### src/rtl/my_pkg.sv
// Shared types and helpers for the instruction fetch unit and its cache.
package my_pkg;

  typedef enum logic [1:0] {
    PC_NEXT       = 2'd0,
    PC_BRANCH_ALU = 2'd1,
    PC_JUMP       = 2'd2
  } pc_sel_e;

  typedef enum logic [1:0] {
    IDLE   = 2'd0,
    REFILL = 2'd1,
    LAST   = 2'd2
  } fetch_state_e;

  localparam logic [31:0] PcStep = 32'd4;

  function automatic logic [31:0] pc_plus4(input logic [31:0] pc_in);
    return pc_in + PcStep;
  endfunction

endpackage

### src/rtl/icache_dm.sv
// Direct-mapped instruction cache storage: valid bits, tags and data words.
// One write port shared by data and tag/valid; reads are asynchronous.
module icache_dm #(
  parameter int unsigned LINE_WORDS = 4,
  parameter int unsigned LINES      = 16,
  parameter int unsigned OFF_W      = 2,
  parameter int unsigned IDX_W      = 4,
  parameter int unsigned TAG_W      = 4
) (
  input  logic             clk_i,
  input  logic             rst_ni,
  input  logic             flush_i,
  input  logic             we_i,
  input  logic             fill_i,
  input  logic [IDX_W-1:0] wr_line_i,
  input  logic [OFF_W-1:0] wr_off_i,
  input  logic [TAG_W-1:0] wr_tag_i,
  input  logic [31:0]      wr_data_i,
  input  logic [IDX_W-1:0] rd_line_i,
  input  logic [OFF_W-1:0] rd_off_i,
  output logic             rd_valid_o,
  output logic [TAG_W-1:0] rd_tag_o,
  output logic [31:0]      rd_data_o
);

  logic [LINES-1:0] valid_q;
  logic [TAG_W-1:0] tag_q  [LINES];
  logic [31:0]      data_q [LINES*LINE_WORDS];

  // Flush wins over a same-edge fill so a refill finishing under flush is discarded.
  always_ff @(posedge clk_i or negedge rst_ni) begin
    if (!rst_ni) begin
      valid_q <= '0;
    end else if (flush_i) begin
      valid_q <= '0;
    end else if (we_i && fill_i) begin
      valid_q[wr_line_i] <= 1'b1;
    end
  end

  always_ff @(posedge clk_i) begin
    if (we_i) begin
      data_q[{wr_line_i, wr_off_i}] <= wr_data_i;
      if (fill_i) begin
        tag_q[wr_line_i] <= wr_tag_i;
      end
    end
  end

  assign rd_valid_o = valid_q[rd_line_i];
  assign rd_tag_o   = tag_q[rd_line_i];
  assign rd_data_o  = data_q[{rd_line_i, rd_off_i}];

endmodule

### src/rtl/ifetch_unit.sv
// Instruction fetch unit: PC sequencing, direct-mapped I-cache lookup and
// line refill from a 1-cycle-latency SRAM, plus a program-load bypass port.
module ifetch_unit
  import my_pkg::*;
#(
  parameter int unsigned ADDR_W     = 10,
  parameter int unsigned LINE_WORDS = 4,
  parameter int unsigned LINES      = 16,
  parameter logic [31:0] RESET_PC   = 32'h0
) (
  input  logic              CLK,
  input  logic              RSTn,
  input  logic              EN,
  input  pc_sel_e           pc_sel,
  input  logic [31:0]       branch_target,
  input  logic [31:0]       jump_target,
  input  logic              id_ready,
  input  logic              flush_icache,
  input  logic              load_ctrl,
  input  logic [ADDR_W-1:0] load_addr,
  input  logic [31:0]       load_data,
  output logic              imem_csb,
  output logic              imem_web,
  output logic [ADDR_W-1:0] imem_addr,
  output logic [31:0]       imem_din,
  input  logic [31:0]       imem_dout,
  output logic [31:0]       instr,
  output logic              instr_valid,
  output logic [31:0]       pc,
  output logic [31:0]       pc_link,
  output logic              busy
);

  localparam int unsigned OffW  = $clog2(LINE_WORDS);
  localparam int unsigned IdxW  = $clog2(LINES);
  localparam int unsigned TagW  = ADDR_W - OffW - IdxW;
  localparam int unsigned LineW = ADDR_W - OffW;

  fetch_state_e     state_q;
  logic [31:0]      pc_q, pc_d;
  logic [OffW-1:0]  cnt_q;
  logic [LineW-1:0] fill_q;
  logic             flush_pend_q;
  logic             load_q;

  logic [ADDR_W-1:0] word_idx;
  logic [OffW-1:0]   pc_off;
  logic [IdxW-1:0]   pc_line;
  logic [TagW-1:0]   pc_tag;

  logic            rd_valid;
  logic [TagW-1:0] rd_tag;
  logic [31:0]     rd_data;

  logic            active, lookup, hit, miss;
  logic            cache_we, cache_fill, cache_flush, flush_now;
  logic [OffW-1:0] wr_off;

  assign word_idx = pc_q[ADDR_W+1:2];
  assign pc_off   = word_idx[OffW-1:0];
  assign pc_line  = word_idx[OffW +: IdxW];
  assign pc_tag   = word_idx[ADDR_W-1 -: TagW];

  assign active      = EN && !load_ctrl;
  assign lookup      = active && (state_q == IDLE) && (pc_sel == PC_NEXT);
  assign hit         = rd_valid && (rd_tag == pc_tag);
  assign instr_valid = lookup && hit;
  assign miss        = lookup && !hit;
  assign instr       = rd_data;

  assign pc      = pc_q;
  assign pc_link = pc_plus4(pc_q);
  assign busy    = (state_q != IDLE);

  always_comb begin
    pc_d = pc_q;
    unique case (pc_sel)
      PC_BRANCH_ALU: pc_d = branch_target;
      PC_JUMP:       pc_d = jump_target;
      default: begin
        if (instr_valid && id_ready) begin
          pc_d = pc_plus4(pc_q);
        end
      end
    endcase
  end

  // Word k is issued while cnt_q == k and lands in the cache one cycle later.
  always_comb begin
    cache_we   = 1'b0;
    cache_fill = 1'b0;
    wr_off     = cnt_q - 1'b1;
    if (active) begin
      if (state_q == REFILL) begin
        cache_we = (cnt_q != '0);
      end else if (state_q == LAST) begin
        cache_we   = 1'b1;
        cache_fill = 1'b1;
        wr_off     = '1;
      end
    end
  end

  assign flush_now   = flush_icache || flush_pend_q;
  assign cache_flush = EN && ((load_q && !load_ctrl) ||
                              (!load_ctrl && (((state_q == IDLE) && flush_icache) ||
                                              ((state_q == LAST) && flush_now))));

  always_ff @(posedge CLK or negedge RSTn) begin
    if (!RSTn) begin
      state_q      <= IDLE;
      pc_q         <= RESET_PC;
      cnt_q        <= '0;
      fill_q       <= '0;
      flush_pend_q <= 1'b0;
      load_q       <= 1'b0;
    end else if (EN) begin
      load_q <= load_ctrl;
      if (load_ctrl) begin
        // Program load owns the SRAM: drop any refill without validating it.
        state_q      <= IDLE;
        cnt_q        <= '0;
        flush_pend_q <= 1'b0;
      end else begin
        pc_q <= pc_d;
        unique case (state_q)
          IDLE: begin
            if (miss) begin
              state_q <= REFILL;
              cnt_q   <= '0;
              fill_q  <= word_idx[ADDR_W-1:OffW];
            end
          end
          REFILL: begin
            cnt_q <= cnt_q + 1'b1;
            if (cnt_q == '1) begin
              state_q <= LAST;
            end
            if (flush_icache) begin
              flush_pend_q <= 1'b1;
            end
          end
          LAST: begin
            state_q      <= IDLE;
            flush_pend_q <= 1'b0;
          end
          default: state_q <= IDLE;
        endcase
      end
    end
  end

  always_comb begin
    imem_csb  = 1'b1;
    imem_web  = 1'b1;
    imem_addr = '0;
    imem_din  = '0;
    if (RSTn && EN) begin
      if (load_ctrl) begin
        imem_csb  = 1'b0;
        imem_web  = 1'b0;
        imem_addr = load_addr;
        imem_din  = load_data;
      end else if (state_q == REFILL) begin
        imem_csb  = 1'b0;
        imem_addr = {fill_q, cnt_q};
      end
    end
  end

  icache_dm #(
    .LINE_WORDS(LINE_WORDS),
    .LINES     (LINES),
    .OFF_W     (OffW),
    .IDX_W     (IdxW),
    .TAG_W     (TagW)
  ) u_cache (
    .clk_i     (CLK),
    .rst_ni    (RSTn),
    .flush_i   (cache_flush),
    .we_i      (cache_we),
    .fill_i    (cache_fill),
    .wr_line_i (fill_q[IdxW-1:0]),
    .wr_off_i  (wr_off),
    .wr_tag_i  (fill_q[LineW-1:IdxW]),
    .wr_data_i (imem_dout),
    .rd_line_i (pc_line),
    .rd_off_i  (pc_off),
    .rd_valid_o(rd_valid),
    .rd_tag_o  (rd_tag),
    .rd_data_o (rd_data)
  );

endmodule

### config.mk
export PLATFORM = sky130hd
export DESIGN_NAME = ifetch_unit
export DESIGN_NICKNAME = d
export VERILOG_FILES = /design/src/rtl/my_pkg.sv /design/src/rtl/icache_dm.sv /design/src/rtl/ifetch_unit.sv
export SDC_FILE = /design/constraint.sdc
export NUM_CORES = 2
export LEC_CHECK = 0
export CAP_MARGIN = 0
export CELL_PAD_IN_SITES_DETAIL_PLACEMENT = 1
export CELL_PAD_IN_SITES_GLOBAL_PLACEMENT = 1
export CORE_MARGIN = 5
export CORE_UTILIZATION = 53
export DETAILED_ROUTE_END_ITERATION = 6
export GPL_TIMING_DRIVEN = 0
export PLACE_DENSITY_LB_ADDON = 0.05
export SLEW_MARGIN = 10
export SYNTH_ARGS = -nofsm -noshare
export SYNTH_HDL_FRONTEND = slang
export SYNTH_SLANG_ARGS = --single-unit
### constraint.sdc
create_clock -name CLK -period 4 [get_ports CLK]
set_input_delay 0.4 -clock CLK [delete_from_list [all_inputs] [get_ports CLK]]
set_output_delay 0.4 -clock CLK [all_outputs]
set_load 0.005 [all_outputs]
* Word-level counts from Yosys, hierarchy flattened
Memory sizes are Yosys's and may differ from the RTL's.
Cells that the tools add are included.
** Cells by class
- Bitwise gates (word level) :: 2
- Reductions and logical operators :: 33
- Equality and inequality tests :: 9
- Add/sub/neg operators :: 3
- Order comparisons :: 3
- Mux-type cells :: 41
** Operator list (count)
- 32-bit two-way mux :: 3
- 32-bit case mux with 2 select lines :: 1
- 32-bit by 3-bit adder with 32-bit output (second input constant) :: 1
- 16-bit two-way mux :: 2
- 10-bit two-way mux :: 3
- 1-bit two-way mux :: 19
- 2-bit two-way mux :: 8
- 16-bit bitwise OR :: 1
- 1-bit logical AND :: 15
- 3-bit AND reduction :: 4
- 4-bit by 5-bit < comparator with 1-bit output (second input constant) :: 2
- 3-bit nonzero test :: 3
- 2-bit case mux with 2 select lines :: 2
- 2-bit equality test (second input constant) :: 3
- 3-bit inequality test (second input constant) :: 2
- 2-bit nonzero test :: 3
- 1-bit binary-select mux with 4-bit select :: 1
- 1-bit demux with 4-bit select :: 1
- 2-bit by 1-bit equality test with 1-bit output (second input constant) :: 2
- 4-bit equality test :: 1
- 4-bit by 1-bit greater-or-equal comparator with 1-bit output (second input constant) :: 1
- 2-bit logical NOT :: 2
- 4-bit AND reduction :: 1
- 1-bit logical OR :: 3
- 6 further kinds :: 7
** Storage, ports and cells
- Memories :: 2
- Output and inout port bits :: 142
- RAM bits :: 2112
- Bits of input ports :: 146
- Flip-flop bits (word level) :: 62
- Logic and storage cells :: 100
** Memories
- u_cache.data_q :: words 64, width 32, read ports 1, clocked after Yosys merged registers in 0, write ports 1, RTL line icache_dm.sv:28 : logic [31:0] data_q [LINES*LINE_WORDS];
- u_cache.tag_q :: words 16, width 4, read ports 1, clocked after Yosys merged registers in 0, write ports 1, RTL line icache_dm.sv:27 : logic [TAG_W-1:0] tag_q [LINES];

* Longest topological paths before layout
- Word-level depth :: 8
- Gate-level depth with buffers :: 13
- Mapped depth without buffers :: 8

* Hierarchy
A second synthesis with hierarchy kept.
** Second synthesis, totals
- Cells, all modules :: 4143
- Area, all modules :: 85394.4 um^2
** By module, submodules not included
- icache_dm :: seq. area each 63821.2 um^2, instances 1, area an instance 81464.4 um^2, cells an instance 3672
- ifetch_unit :: seq. area each 1151.1 um^2, instances 1, area an instance 3930.0 um^2, cells an instance 471

* Least setup slack after synthesis
No wires, ideal clock.
- Path type :: reg-to-reg
- Start :: reg state_q[1]
- End :: mem u_cache.data_q[54][0], enable pin
- Arrival time :: 2.886 ns
- Buffers on the path :: 1
- Stages on the path, launching flop included :: 9
- Clock period less this slack :: 3.307 ns
- Path slack :: 0.693 ns
- Library setup time :: 0.421 ns
- Data required time :: 3.579 ns
- Cells stage by stage :: dfrtp_1 clkbuf_1 nor2b_1 inv_1 o21ai_0 nand2_1 nor2_1 nand3_1 nor2_1
** Between the ends
- Word-level cells in the longest chain between the ends :: 6
- Elaborated cells between the ends (all ways) :: 10
- Classes of those cells :: eq/ne (2); mux (8)
** RTL lines
- from (decl) :: RTL line ifetch_unit.sv:39 : fetch_state_e state_q;
- from (signal assigned) :: RTL line ifetch_unit.sv:111 : state_q <= IDLE;
- from (signal assigned) :: RTL line ifetch_unit.sv:121 : state_q <= IDLE;
- from (signal assigned) :: RTL line ifetch_unit.sv:129 : state_q <= REFILL;
- 2-bit equality test :: RTL line ifetch_unit.sv:96 : end else if (state_q == LAST) begin
- 1-bit two-way mux :: RTL line ifetch_unit.sv:96
- 1-bit two-way mux :: RTL line ifetch_unit.sv:94 : if (state_q == REFILL) begin
- 1-bit two-way mux :: RTL line ifetch_unit.sv:93 : if (active) begin
- 1-bit two-way mux :: RTL line icache_dm.sv:42 : if (we_i) begin
- 1-bit two-way mux (implied by the code) :: RTL line icache_dm.sv:43 : data_q[{wr_line_i, wr_off_i}] <= wr_data_i;
- to (decl) :: RTL line icache_dm.sv:28
Parallel ways exist; a longest one is shown, timed or not.

* Worst setup path in the final report
- Start :: reg pc_q[3], in the netlist pc[3]
- End :: out instr[2]
** Between the ends
- Word-level cells in the longest chain between the ends :: 1
** RTL lines
- from (decl) :: RTL line ifetch_unit.sv:40 : logic [31:0] pc_q, pc_d;
- from (signal assigned) :: RTL line ifetch_unit.sv:125 : pc_q <= pc_d;
- memory 64 x 32 bit
- to (decl) :: RTL line ifetch_unit.sv:27 : output logic [31:0] instr,
Every way passes these cells.

==> summary.md <==
| Metric | Value |
|---|---|
| GR Util All Layers | 0.3349 |
| Aggregate routed wire length | 293100 um |
| Endpoints failing hold | 0 |
| Fraction of the yosys area taken by sequential cells | 0.7611 |
| Pin count of the biggest net entering global routing | 65 |
| Simple-gate share of the synthesized area | 0.02113 |
| Final RePlAce weighted congestion | 0.8466 |
| Transition at the pin with the smallest max-transition slack | 1.281 ns |
| Violated checks | negative setup slack |
| Synthesized-area fraction occupied by ao, oa, aoi and oai cells | 0.05156 |
| Worst R2R Path Depth | 5 |
| Die X-Extent | 411.3 um |
| Unrepaired setup endpoints after global routing | yes |
| Hold Crit Depth | 1 |
| Routed wire length per instance | 38.87 um |
| Proportion of layout cells with a drive suffix above 1 | 0.3237 |
| Mux contribution to synthesized area | 0.1494 |
| Vert. Die Dim | 411.3 um |
| Via count of the first global-routing pass | 50690 |
| Final setup skew | 0.02449 ns |
| Effective utilization at floorplan | 0.5323 |
| Crit Path Category | reg2out |
| Area overhead of the layout relative to synthesis | 25.74% |
| Pins over their slew limit | 0 |
| FF+latch count, synth | 2174 |
| Per-cell via count in the routed design | 6.639 |
| Number of standard-cell rows in the floorplan | 147 |
| Total of warnings raised by yosys | 0 |
| # setup viols final | 33 |
| Unique masters post-synth | 51 |
| Post-Route Utilization | 0.6693 |
| Worst-path fanout max | 10 |
| Commonest cells after routing, fill and taps aside | sky130_fd_sc_hd__edfxtp_1, sky130_fd_sc_hd__mux4_2, sky130_fd_sc_hd__mux2i_1 |
| Leftover overflow at the end of global routing | 0 |
| Cell at the root of the clock tree | sky130_fd_sc_hd__clkbuf_16 |
| Initial antenna violation count | 31 |
| Leading cell type in the layout, fill and taps excluded | sky130_fd_sc_hd__edfxtp_1 |
| Number of routed nets with antenna violations | 0 |
| Nets@finish | 5354 |
| Cell types occupying the most area after synthesis | sky130_fd_sc_hd__edfxtp_1, sky130_fd_sc_hd__mux4_2, sky130_fd_sc_hd__mux2i_1 |
| Arrival time worst endpoint | 4.15 ns |
| Worst path required time | 3.60 ns |
| Fin crit share | 1.137 |
| Core outline area | 160400 sq um |
| Met2 track demand over resource | 0.5280 |
| Post-synth EDFFs | 2112 |
| P per Cell Area | 596.3 nW/um^2 |
| Post-placement cell area | 93580 sq um |
| Clock latency at the later pin of the worst-skew pair | 0.85 ns |
| Endpoint kind of the worst setup timing path | primary output |
| Clock-pin slew reported for the worst setup and hold paths after clock tree synthesis | 0.06 ns |
| CP Launch Type | register |
| Post-Route Hold Slack | 0.06454 ns |
| Overall via count from detail_route | 50070 |
| Peak-usage layer in the global routing report | met2 |
| Most common flop cell mapped by yosys | sky130_fd_sc_hd__edfxtp_1 |
| Area of the die | 169200 sq um |
| Post-layout minimum cycle time | 4.546 ns |
| Met3 GRT Util | 0.08114 |
| Met1 Usage GRT | 0.4517 |
| Proportion of netlist area held by the largest area contributor | 0.7429 |
| Number of instances in the placed design | 6979 |
| Dominant combinational cell family by area after synthesis | multiplexers |
| Synthesized area per cell | 19.26 sq um |
| Fraction of the mapped netlist area in adder cells | 0.0008794 |
| Final standard cell count with taps included and fillers excluded | 7542 |
| Highest attainable clock frequency | 0.2200 GHz |
| Post-DP HPWL | 188200 um |
| 1st-pass router iterations | 5 |
| Headroom to the max-slew limit | 0.1436 |
| Hold/Removal Path Class | in2reg |
| Cell type contributing the most total cell area after synthesis | sky130_fd_sc_hd__edfxtp_1 |
| Drc violations | 0 |
| Max-cap check violation count | 0 |
| Final critical-path setup slack | -0.5463 ns |
| Max rail drop VDD | 0.5032 mV |
| Number of top-level pins | 288 |
| Max clock buf depth | 3 |
| Async SR Flop Fraction | 0.02852 |
| Nets in the synthesized netlist | 4584 |
| Wire length of the first global-routing pass | 395200 um |
| Leakage dissipation | 0.03445 uW |
| H-tree depth | 4 |
| Total clock sinks | 2174 |
| TritonCTS clock tree | yes |
| Post-route cell area | 107300 sq um |
| Buffers on Ports | 287 |
| Synthesized instance count | 4432 |
| Initial DRC count | 6957 |
| Synthesized cell area | 85370 sq um |
| Status | finished, violations left |
| Synthesized-area fraction occupied by xor and xnor cells | 0.003078 |
| Total clock buffers created by CTS | 215 |
==> cell type report <==
type / count / area [sq um]
Sequential cell: 2174 / 64970
Tap cell: 2160 / 2703
Clock buffer: 252 / 5519
Antenna cell: 9 / 22.52
Clock inverter: 136 / 1219
Fill cell: 13030 / 53040
Buffer: 263 / 3274
Multi-Input combinational cell: 1980 / 22780
Timing Repair Buffer: 557 / 6819
Inverter: 11 / 41.29
==> timing repair <==
| item | in CTS | in global routing |
|---|---|---|
| hold endpoints to repair | 233 | 0 |
| cloned | 5 | 0 |
| hold buffers | 14 | 0 |
| setup buffers | 30 | 123 |
| pin swaps | 61 | 101 |
| gates resized for setup | 1184 | 265 |
| setup endpoints to repair | 171 | 955 |
==> cells in the mapped netlist, types with 2 or more instances <==
cell                          n
sky130_fd_sc_hd__nand3_1     22
sky130_fd_sc_hd__buf_4        6
sky130_fd_sc_hd__o21a_1      17
sky130_fd_sc_hd__nand3b_1     3
sky130_fd_sc_hd__xor2_1       8
sky130_fd_sc_hd__a22oi_1     29
sky130_fd_sc_hd__ha_1         6
sky130_fd_sc_hd__mux2_2     123
sky130_fd_sc_hd__buf_1       57
sky130_fd_sc_hd__nor4_1       3
sky130_fd_sc_hd__mux4_2     349
sky130_fd_sc_hd__and2_1      36
sky130_fd_sc_hd__nor2b_1     11
sky130_fd_sc_hd__a21oi_1    241
sky130_fd_sc_hd__clkbuf_1   178
sky130_fd_sc_hd__nor3_1      12
sky130_fd_sc_hd__a211o_1      2
sky130_fd_sc_hd__and3_1       8
sky130_fd_sc_hd__xnor2_1     22
sky130_fd_sc_hd__buf_2       25
sky130_fd_sc_hd__and4_1       3
sky130_fd_sc_hd__o21ai_0    172
sky130_fd_sc_hd__a22o_1      20
sky130_fd_sc_hd__inv_1       11
sky130_fd_sc_hd__edfxtp_1  2112
sky130_fd_sc_hd__mux2i_1    348
sky130_fd_sc_hd__nand2b_1     7
sky130_fd_sc_hd__or3_1        2
sky130_fd_sc_hd__mux2_1       2
sky130_fd_sc_hd__o221ai_1   114
sky130_fd_sc_hd__nor2_1      99
sky130_fd_sc_hd__nand2_1    179
sky130_fd_sc_hd__o22ai_1    116
sky130_fd_sc_hd__nand4_1     11
sky130_fd_sc_hd__dfrtp_1     62
==> per-stage QoR <==
stage	setup TNS (ns)	worst slack, ns	power, uW
2_1_floorplan	0	0.6931	32750
5_1_grt	-9.915	-0.5592	65710
3_3_place_gp	-4173.15	-3.200	39840
6_report	-8.014	-0.5463	64010
4_1_cts	-12.53	-0.5031	62800
3_5_place_dp	-320.91	-2.651	40310
==> layer usage <==
metal	routed length [um]	vias to the layer above
li1	-	19800
met1	108700	26450
met2	138800	3252
met3	30530	563
met4	15120	8
met5	49	-
==> final timing paths <==
path / end / from / slack (ns)
min in group asynchronous: fill_q[0] / RSTn / 0.47
hold reg to reg: u_cache.valid_q[0] / u_cache.valid_q[0] / 0.50
max in group asynchronous: pc[2] / RSTn / 3.08
setup reg to reg: u_cache.data_q[25][7] / cnt_q[0] / 0
setup / recovery: instr[2] / pc[3] / -0.55
hold / removal: u_cache.data_q[48][19] / imem_dout[19] / 0.06
==> worst max-delay path: stages, from the launching register on <==
cell                              delay (ns)
sky130_fd_sc_hd__dfrtp_1                0.41
sky130_fd_sc_hd__clkbuf_16              0.19
sky130_fd_sc_hd__nand2b_4               0.22
sky130_fd_sc_hd__buf_4                  0.19
sky130_fd_sc_hd__buf_4                  0.17
sky130_fd_sc_hd__clkbuf_2               0.27
sky130_fd_sc_hd__o21ai_0                0.38
sky130_fd_sc_hd__o22ai_1                0.15
sky130_fd_sc_hd__a21oi_1                0.39
sky130_fd_sc_hd__mux4_2                 0.39
sky130_fd_sc_hd__clkdlybuf4s50_1        0.52
==> logic make-up after synthesis <==
kind of cell,after synthesis
adders and majority gates,6
xor gates and xnor gates,30
buffers and inverters,278
and+or+nand+nor,402
AOI/OAI and AO/OA,720
muxes,822
DFF,2174
==> registers in the layout, summed over array words and instances, names as in the netlist <==
signal and flops:
cnt_q 2, u_cache.data_q 2048, load_q 1, fill_q 8, u_cache.tag_q 64, pc 32, state_q 2, flush_pend_q 1
u_cache.valid_q 16
==> report_power, final <==
part,leakage (uW),switching (uW),internal [uW]
clock,0.00330,8840,11000
combinational,0.0114,11500,7280
sequential,0.0198,258,25200
total,0.0344,20600,43500
(Power assumes the default switching activity.)
